===== config.mk =====
export PLATFORM = sky130hd
export DESIGN_NAME = uw_sync_sequencer_flat
export DESIGN_NICKNAME = d
export VERILOG_FILES = /design/src/rtl/uw_sync_pkg.sv /design/src/rtl/uw_sync_sequencer_if.sv /design/src/rtl/uw_bit_buffer.sv /design/src/rtl/uw_sync_sequencer.sv /design/src/flat_wrapper.sv
export SDC_FILE = /design/constraint.sdc
export NUM_CORES = 2
export LEC_CHECK = 0
export CAP_MARGIN = 10
export CORE_UTILIZATION = 40
export CTS_CLUSTER_DIAMETER = 50
export DETAILED_ROUTE_END_ITERATION = 6
export HOLD_SLACK_MARGIN = 0.02
export PLACE_DENSITY = 0.64
export SETUP_SLACK_MARGIN = 0.4
export SLEW_MARGIN = 20
export SYNTH_ARGS = -nofsm -noshare
export SYNTH_HDL_FRONTEND = slang
export SYNTH_SLANG_ARGS = --single-unit

===== constraint.sdc =====
create_clock -name clk -period 6.3 [get_ports clk]
set_input_delay 1.26 -clock clk [delete_from_list [all_inputs] [get_ports clk]]
set_output_delay 1.26 -clock clk [all_outputs]
set_load 0.05 [all_outputs]

===== src/rtl/uw_sync_pkg.sv =====
// Shared types and default lock/timeout constants for the unique-word sync sequencer.
package uw_sync_pkg;

  typedef enum logic [2:0] {
    ST_FILL,
    ST_ARM,
    ST_REPLAY,
    ST_WAIT,
    ST_EVAL
  } uw_seq_state_t;

  localparam int LOCK_THRESH_DEF = 224;
  localparam int LOCK_COUNT_DEF  = 3;
  localparam int MISS_LIMIT_DEF  = 2;
  localparam int TIMEOUT_DEF     = 4096;

endpackage


===== src/rtl/uw_sync_sequencer_if.sv =====
// Upstream hard-bit stream into the sequencer: valid/ready handshake with one data bit.
interface uw_sync_sequencer_if;

  logic hard_inp;
  logic valid_in;
  logic ready_out;

  modport master (output hard_inp, output valid_in, input ready_out);
  modport slave  (input hard_inp, input valid_in, output ready_out);

endinterface


===== src/rtl/uw_bit_buffer.sv =====
// 1-bit x DEPTH simple dual-port RAM: one write port, one registered read port.
module uw_bit_buffer #(
  parameter int DEPTH = 2560,
  parameter int AW    = $clog2(DEPTH)
) (
  input  logic          clk,
  input  logic          wr_en,
  input  logic [AW-1:0] wr_addr,
  input  logic          wr_data,
  input  logic          rd_en,
  input  logic [AW-1:0] rd_addr,
  output logic          rd_data
);

  logic mem [0:DEPTH-1];

  always_ff @(posedge clk) begin
    if (wr_en) mem[wr_addr] <= wr_data;
  end

  always_ff @(posedge clk) begin
    if (rd_en) rd_data <= mem[rd_addr];
  end

endmodule


===== src/rtl/uw_sync_sequencer.sv =====
// Captures one acquisition window, replays it gap-free to the UW correlator and
// runs lock/unlock hysteresis on the returned offset/rotation.
module uw_sync_sequencer
  import uw_sync_pkg::*;
#(
  parameter int BITS_PER_FRAME = 80,
  parameter int NUM_FRAMES     = 32,
  parameter int MAX_CORR_VAL   = 257,
  parameter int LOCK_THRESH    = LOCK_THRESH_DEF,
  parameter int LOCK_COUNT     = LOCK_COUNT_DEF,
  parameter int MISS_LIMIT     = MISS_LIMIT_DEF,
  parameter int TIMEOUT        = TIMEOUT_DEF,
  parameter int OW             = $clog2(BITS_PER_FRAME),
  parameter int WW             = $clog2(MAX_CORR_VAL)
) (
  input  logic                 clk,
  input  logic                 rst_in_n,
  uw_sync_sequencer_if.slave   up,
  output logic                 corr_bit,
  output logic                 corr_valid,
  output logic                 corr_rst,
  input  logic                 corr_ready_rx,
  input  logic                 corr_valid_out,
  input  logic [OW-1:0]        corr_bit_offset,
  input  logic [WW-1:0]        corr_weight,
  input  logic [3:0]           corr_rotation,
  output logic                 result_valid,
  output logic                 locked,
  output logic [OW-1:0]        lock_offset,
  output logic [3:0]           lock_rotation,
  output logic                 timeout_err
);

  localparam int N  = BITS_PER_FRAME * NUM_FRAMES;
  localparam int AW = $clog2(N);
  localparam int TW = $clog2(TIMEOUT);
  localparam int CW = $clog2(LOCK_COUNT + 1);
  localparam int MW = $clog2(MISS_LIMIT + 1);

  localparam logic [AW-1:0] LAST_ADDR = AW'(N - 1);
  localparam logic [TW-1:0] WAIT_LAST = TW'(TIMEOUT - 1);
  localparam logic [CW-1:0] AGREE_MAX = CW'(LOCK_COUNT);
  localparam logic [MW-1:0] MISS_MAX  = MW'(MISS_LIMIT);
  localparam logic [WW-1:0] THRESH_W  = WW'(LOCK_THRESH);

  function automatic logic [CW-1:0] sat_inc_agree(input logic [CW-1:0] v);
    return (v >= AGREE_MAX) ? AGREE_MAX : v + CW'(1);
  endfunction

  function automatic logic [MW-1:0] sat_inc_miss(input logic [MW-1:0] v);
    return (v >= MISS_MAX) ? MISS_MAX : v + MW'(1);
  endfunction

  uw_seq_state_t state, state_nxt;

  logic [AW-1:0] wr_ptr, rd_ptr;
  logic [TW-1:0] wait_cnt;
  logic          ready_q, corr_rst_q, timeout_q, result_valid_q;
  logic          wr_en, rd_en, timeout_hit, latch_en;
  logic          rd_bit_p1, rd_vld_p1;

  logic [OW-1:0] lat_offset;
  logic [WW-1:0] lat_weight;
  logic [3:0]    lat_rot;

  logic [OW-1:0] cand_off, cand_off_nxt, lock_off_nxt;
  logic [3:0]    cand_rot, cand_rot_nxt, lock_rot_nxt;
  logic [CW-1:0] agree_cnt, agree_nxt;
  logic [MW-1:0] miss_cnt, miss_nxt;
  logic          locked_nxt, is_match, is_same;

  uw_bit_buffer #(.DEPTH(N), .AW(AW)) u_buf (
    .clk     (clk),
    .wr_en   (wr_en),
    .wr_addr (wr_ptr),
    .wr_data (up.hard_inp),
    .rd_en   (rd_en),
    .rd_addr (rd_ptr),
    .rd_data (rd_bit_p1)
  );

  always_comb begin
    state_nxt   = state;
    wr_en       = 1'b0;
    rd_en       = 1'b0;
    timeout_hit = 1'b0;
    latch_en    = 1'b0;
    case (state)
      ST_FILL: begin
        if (up.valid_in && ready_q) begin
          wr_en = 1'b1;
          if (wr_ptr == LAST_ADDR) state_nxt = ST_ARM;
        end
      end
      ST_ARM: begin
        if (corr_ready_rx) state_nxt = ST_REPLAY;
      end
      ST_REPLAY: begin
        rd_en = 1'b1;
        if (rd_ptr == LAST_ADDR) state_nxt = ST_WAIT;
      end
      ST_WAIT: begin
        if (corr_valid_out) begin
          latch_en  = 1'b1;
          state_nxt = ST_EVAL;
        end else if (wait_cnt == WAIT_LAST) begin
          timeout_hit = 1'b1;
          state_nxt   = ST_FILL;
        end
      end
      ST_EVAL: state_nxt = ST_FILL;
      default: state_nxt = ST_FILL;
    endcase
  end

  // Hysteresis update; only EVAL touches the lock outputs, a timeout only bumps the miss count.
  always_comb begin
    agree_nxt    = agree_cnt;
    miss_nxt     = miss_cnt;
    cand_off_nxt = cand_off;
    cand_rot_nxt = cand_rot;
    locked_nxt   = locked;
    lock_off_nxt = lock_offset;
    lock_rot_nxt = lock_rotation;
    is_match     = (lat_weight >= THRESH_W);
    is_same      = (lat_offset == cand_off) && (lat_rot == cand_rot);
    if (state == ST_EVAL) begin
      if (is_match && is_same) begin
        agree_nxt = sat_inc_agree(agree_cnt);
        miss_nxt  = '0;
      end else if (is_match) begin
        cand_off_nxt = lat_offset;
        cand_rot_nxt = lat_rot;
        agree_nxt    = CW'(1);
        if (locked) miss_nxt = sat_inc_miss(miss_cnt);
      end else begin
        miss_nxt = sat_inc_miss(miss_cnt);
      end
      if (is_match && (agree_nxt >= AGREE_MAX)) begin
        locked_nxt   = 1'b1;
        lock_off_nxt = cand_off_nxt;
        lock_rot_nxt = cand_rot_nxt;
      end
      if (locked && (miss_nxt >= MISS_MAX)) begin
        locked_nxt = 1'b0;
        agree_nxt  = '0;
        miss_nxt   = '0;
      end
    end else if (timeout_hit) begin
      miss_nxt = sat_inc_miss(miss_cnt);
    end
  end

  always_ff @(posedge clk) begin
    if (!rst_in_n) begin
      state          <= ST_FILL;
      wr_ptr         <= '0;
      rd_ptr         <= '0;
      wait_cnt       <= '0;
      ready_q        <= 1'b0;
      rd_vld_p1      <= 1'b0;
      corr_rst_q     <= 1'b1;
      timeout_q      <= 1'b0;
      result_valid_q <= 1'b0;
      agree_cnt      <= '0;
      miss_cnt       <= '0;
      cand_off       <= '0;
      cand_rot       <= '0;
      locked         <= 1'b0;
      lock_offset    <= '0;
      lock_rotation  <= '0;
    end else begin
      state          <= state_nxt;
      ready_q        <= (state_nxt == ST_FILL);
      rd_vld_p1      <= rd_en;
      corr_rst_q     <= timeout_hit;
      timeout_q      <= timeout_hit;
      result_valid_q <= (state == ST_EVAL);
      if (wr_en) wr_ptr <= (wr_ptr == LAST_ADDR) ? '0 : wr_ptr + AW'(1);
      if (rd_en) rd_ptr <= (rd_ptr == LAST_ADDR) ? '0 : rd_ptr + AW'(1);
      wait_cnt       <= ((state == ST_WAIT) && (state_nxt == ST_WAIT)) ? wait_cnt + TW'(1) : '0;
      agree_cnt      <= agree_nxt;
      miss_cnt       <= miss_nxt;
      cand_off       <= cand_off_nxt;
      cand_rot       <= cand_rot_nxt;
      locked         <= locked_nxt;
      lock_offset    <= lock_off_nxt;
      lock_rotation  <= lock_rot_nxt;
    end
  end

  always_ff @(posedge clk) begin
    if (latch_en) begin
      lat_offset <= corr_bit_offset;
      lat_weight <= corr_weight;
      lat_rot    <= corr_rotation;
    end
  end

  // p1: buffer read data and its valid leave together; data gated so idle/reset shows 0.
  assign corr_bit     = rd_bit_p1 & rd_vld_p1;
  assign corr_valid   = rd_vld_p1;
  assign corr_rst     = corr_rst_q;
  assign timeout_err  = timeout_q;
  assign result_valid = result_valid_q;
  assign up.ready_out = ready_q;

endmodule


===== src/flat_wrapper.sv =====
// flat-port wrapper written by rule: the top's interface ports become plain ports
module uw_sync_sequencer_flat import uw_sync_pkg::*;
#(
  parameter int BITS_PER_FRAME = 80,
  parameter int NUM_FRAMES     = 32,
  parameter int MAX_CORR_VAL   = 257,
  parameter int LOCK_THRESH    = LOCK_THRESH_DEF,
  parameter int LOCK_COUNT     = LOCK_COUNT_DEF,
  parameter int MISS_LIMIT     = MISS_LIMIT_DEF,
  parameter int TIMEOUT        = TIMEOUT_DEF,
  parameter int OW             = $clog2(BITS_PER_FRAME),
  parameter int WW             = $clog2(MAX_CORR_VAL)
)
  (clk, rst_in_n, corr_bit, corr_valid, corr_rst, corr_ready_rx, corr_valid_out, corr_bit_offset, corr_weight, corr_rotation, result_valid, locked, lock_offset, lock_rotation, timeout_err, up_hard_inp, up_valid_in, up_ready_out);
  uw_sync_sequencer_if up_i ();
  input  logic clk;
  input  logic rst_in_n;
  output logic corr_bit;
  output logic corr_valid;
  output logic corr_rst;
  input  logic corr_ready_rx;
  input  logic corr_valid_out;
  input  logic [OW-1:0] corr_bit_offset;
  input  logic [WW-1:0] corr_weight;
  input  logic [3:0] corr_rotation;
  output logic result_valid;
  output logic locked;
  output logic [OW-1:0] lock_offset;
  output logic [3:0] lock_rotation;
  output logic timeout_err;
  input wire logic [$bits(up_i.hard_inp)-1:0] up_hard_inp;
  input wire logic [$bits(up_i.valid_in)-1:0] up_valid_in;
  output wire logic [$bits(up_i.ready_out)-1:0] up_ready_out;
  assign up_i.hard_inp = up_hard_inp;
  assign up_i.valid_in = up_valid_in;
  assign up_ready_out = up_i.ready_out;
  uw_sync_sequencer #(.BITS_PER_FRAME(BITS_PER_FRAME), .NUM_FRAMES(NUM_FRAMES), .MAX_CORR_VAL(MAX_CORR_VAL), .LOCK_THRESH(LOCK_THRESH), .LOCK_COUNT(LOCK_COUNT), .MISS_LIMIT(MISS_LIMIT), .TIMEOUT(TIMEOUT), .OW(OW), .WW(WW)) u_core (.clk(clk), .rst_in_n(rst_in_n), .up(up_i), .corr_bit(corr_bit), .corr_valid(corr_valid), .corr_rst(corr_rst), .corr_ready_rx(corr_ready_rx), .corr_valid_out(corr_valid_out), .corr_bit_offset(corr_bit_offset), .corr_weight(corr_weight), .corr_rotation(corr_rotation), .result_valid(result_valid), .locked(locked), .lock_offset(lock_offset), .lock_rotation(lock_rotation), .timeout_err(timeout_err));
endmodule

==> metrics.md <==
| Metric | Value |
|---|---|
| Status | completed |
| RD Place Congestion | 0.9011 |
| Antenna-violating nets left | 0 |
| Via density | 5.944 |
| Kind of critical path | reg2reg |
| Relative slew slack | 16.14% |
| CTS tree | yes |
| Nature of the critical path startpoint | flip-flop |
| Share of the clock period used by the worst path | 80.03% |
| H-tree depth | 5 |
| # hold bufs at CTS | 0 |
| CTS clk-pin slew, worst paths | about 0.060 ns |
| Async SR Flop Fraction | 0% |
| P_leak | 36.52 nW |
| CP arrival | ~5.7 ns |
| Initial antenna violation count | 6 |
| Placement Rows | 195 |
| Critical path required time | 6.94 ns |
| FF-to-FF Start | u_core.rd_ptr[0] |
| Reg2Reg Depth | 8 |
| Max-cap violation count | 0 |
| Die area | 286600 um2 |
| Floorplan die height | between 500 and 600 um |
| Setup Viol. Count Final | 0 |
| Num CTS Buffers | 312 |
| Cell with the most instances after synthesis | nor2_1 |
| Seq/Total Area, Yosys | between 60 and 70% |
| Worst setup endpoint | u_core.u_buf.rd_data |
| Post-CTS Resized | 0 |
| First-pass detailed-route iteration total | 6 |
| Reg-to-reg endpoint | u_core.u_buf.rd_data |
| Initial Util | 40.28% |
| Mapped Area | ~110000 um2 |
| Core ar. | 282500 um2 |
| Endpoint class of the critical path | flip-flop |
| DRT met1 WL | 119.8 mm |
| Mapped Cells | 7680 |
| Leading register cell type out of synthesis | edfxtp_1 |
| Hold_ws | 0.4804 ns |
| Fmax | 0.1983 GHz |
| Vias in the first global route | 66420 |
| GR Overflow Total | 0 |
| DR WL met3 | 35.88 mm |
| Top post-synthesis cells by area | edfxtp_1 (68%), mux4_2 (13%), nor2_1 (8.8%), clkbuf_1 (1.8%), mux2i_1 (1.6%) |
| Tot Pwr | 36.68 mW |
| Final Hold Vio Count | 0 |
| Largest area contributor in the synthesized netlist | edfxtp_1 |
| Layout cells sized above 1 | between 10% and 20% |
| RSZ-0062 raised after global routing | no |
| Final Non-Filler Cells | between 10000 and 15000 |
| CTS Root Cell | clkbuf_16 |
| Via count | 68158 |
| Net Count, Synth | slightly below 8000 |
| Clock Latency Late Sink | 0.94 ns |
| Clk sinks | 2647 |
| Netlist cell types | 87 |
| First-pass GRT wire length | 459.6 mm |
| Slew @ Worst Pin | 1.252 ns |
| Post-DP Area | roughly 120000 um2 |
| NumNets Final | 7524 |
| P&R area growth vs syn | 11.86% |
| Total negative slack | 0 ns |
| Power Density | 288.1 nW/um2 |
| CTS Buffer Depth | 4 |
| Post-Place Cells | 10924 |
| Worst slack, placed | about 1.4 ns |
| IO Port Bufs | 38 |
| I/O Pins | between 40 and 50 |
| Final worst-path setup slack | between 1 and 1.5 ns |
| WL met2 | 156.1 mm |
| EDFF count, synth | 2576 |
| GRT Util Overall | 22.33% |
| Drt total wl | 325.2 mm |
| Final Core Density | between 40 and 50% |
| R2r setup slk | 1.26 ns |
| # DRC | 0 |
| Worst IR Drop VDD | roughly 0.00022 V |
| Post-CTS setup buffer count | 0 |
| Dpl hpwl | 171.1 mm |
| Chip Width | around 540 um |
| Largest fanout on the critical path | 73 |
| Yosys reg bits | 2647 |
| Clock skew | 0.04983 ns |
| Worst setup path startpoint | u_core.rd_ptr[0] |
| Post-synth top area share | 67.98% |
| Top Metal Used | met4 |
| Post-synth top cells | nor2_1 (2670), edfxtp_1 (2576), mux4_2 (636) |
| Design Area, Final | ~130000 um2 |
| Max-slew violations | 0 |
| Largest net degree at the start of global routing | 273 |
| Syn Area/Cell | 14.82 um2 |
| Worst min path class | reg2reg |
| Synth warnings | 0 |
| Final min period | 5.042 ns |
| Post-DR wirelength/cell | 28.36 um |
| Starting DRT DRC Count | around 10000 |
[kinds of logic after synthesis]
kind of cell | Yosys count | synth area share, %
compound gates | 355 | 2.263
xor+xnor | 40 | 0.3079
fa+ha+maj | 3 | 0.03299
buf+inv | 768 | 3.282
flops | 2647 | 69.22
mux | 839 | 14.53
simple gates | 3028 | 10.36
[worst max-delay path, stage by stage (launching register included)]
cell	delay, ns
dfxtp_4	1.07
buf_12	0.46
mux4_2	0.36
mux2i_1	0.15
a211oi_1	0.64
a2111oi_0	0.17
o311ai_1	0.92
a32oi_1	0.12
a311oi_1	0.59
[metal layers]
layer	vias to the layer above	global-route usage (%)
met2	3899	36.58
met5	-	0
met1	35657	28.87
li1	27913	-
met4	0	9.138
met3	689	4.826
[cell usage in the layout, fill, tap and decap left out, types with 24 or more instances in the layout]
| master | n |
|---|---|
| a22oi_1 | 64 |
| mux4_2 | 636 |
| a221oi_1 | 24 |
| edfxtp_1 | 2576 |
| o221ai_1 | 27 |
| clkdlybuf4s50_1 | 37 |
| mux2i_1 | 183 |
| nand3_1 | 30 |
| nor2_1 | 2666 |
| clkinv_2 | 40 |
| clkbuf_1 | 67 |
| clkinv_1 | 40 |
| buf_4 | 185 |
| nand2_2 | 89 |
| o21ai_0 | 33 |
| dfxtp_1 | 65 |
| nand2_1 | 97 |
| buf_12 | 35 |
| a21oi_1 | 62 |
| clkbuf_16 | 318 |
[layout make-up]
class / count / area, um2
clock buffer: 387 / 8237
sequential: 2647 / 78800
fill: 24690 / 155200
antenna: 13 / 32.53
timing repair buffer: 259 / 2515
multi-input combinational: 4265 / 31670
clock inverter: 142 / 1321
inverter: 10 / 45.04
tap: 3743 / 4683
[power breakdown]
group / switching [mW] / internal (mW)
Combinational: 0.273 / 0.0366
Clock: 7.04 / 10.0
Sequential: 0.00352 / 19.3
Total: 7.32 / 29.4
[registers in the layout (all words and copies together) (netlist names)]
signal,count
u_core.agree_cnt,2
u_core.cand_off,7
u_core.cand_rot,4
u_core.corr_rst,1
u_core.corr_valid,1
u_core.lat_offset,7
u_core.lat_rot,4
u_core.lat_weight,4
u_core.lock_offset,7
u_core.lock_rotation,4
u_core.locked,1
u_core.miss_cnt,2
u_core.rd_ptr,12
u_core.result_valid,1
u_core.state,3
u_core.timeout_err,1
u_core.u_buf.mem,2560
u_core.u_buf.rd_data,1
u_core.up.ready_out,1
u_core.wait_cnt,12
u_core.wr_ptr,12
[how the worst min path moves through the flow]
| stage | start | to | cells past startpoint |
|---|---|---|---|
| 4_1_cts | u_core.wait_cnt[0] | u_core.wait_cnt[0] | 1 |
| 3_3_place_gp | u_core.wait_cnt[0] | u_core.wait_cnt[0] | 1 |
| 6_report | u_core.wait_cnt[0] | u_core.wait_cnt[0] | 1 |
| 5_1_grt | u_core.lock_offset[2] | u_core.lock_offset[2] | 2 |
| 3_5_place_dp | u_core.wait_cnt[0] | u_core.wait_cnt[0] | 1 |
| 2_1_floorplan | u_core.wait_cnt[0] | u_core.wait_cnt[0] | 1 |
No activity file was read; power rests on OpenSTA's default activity.
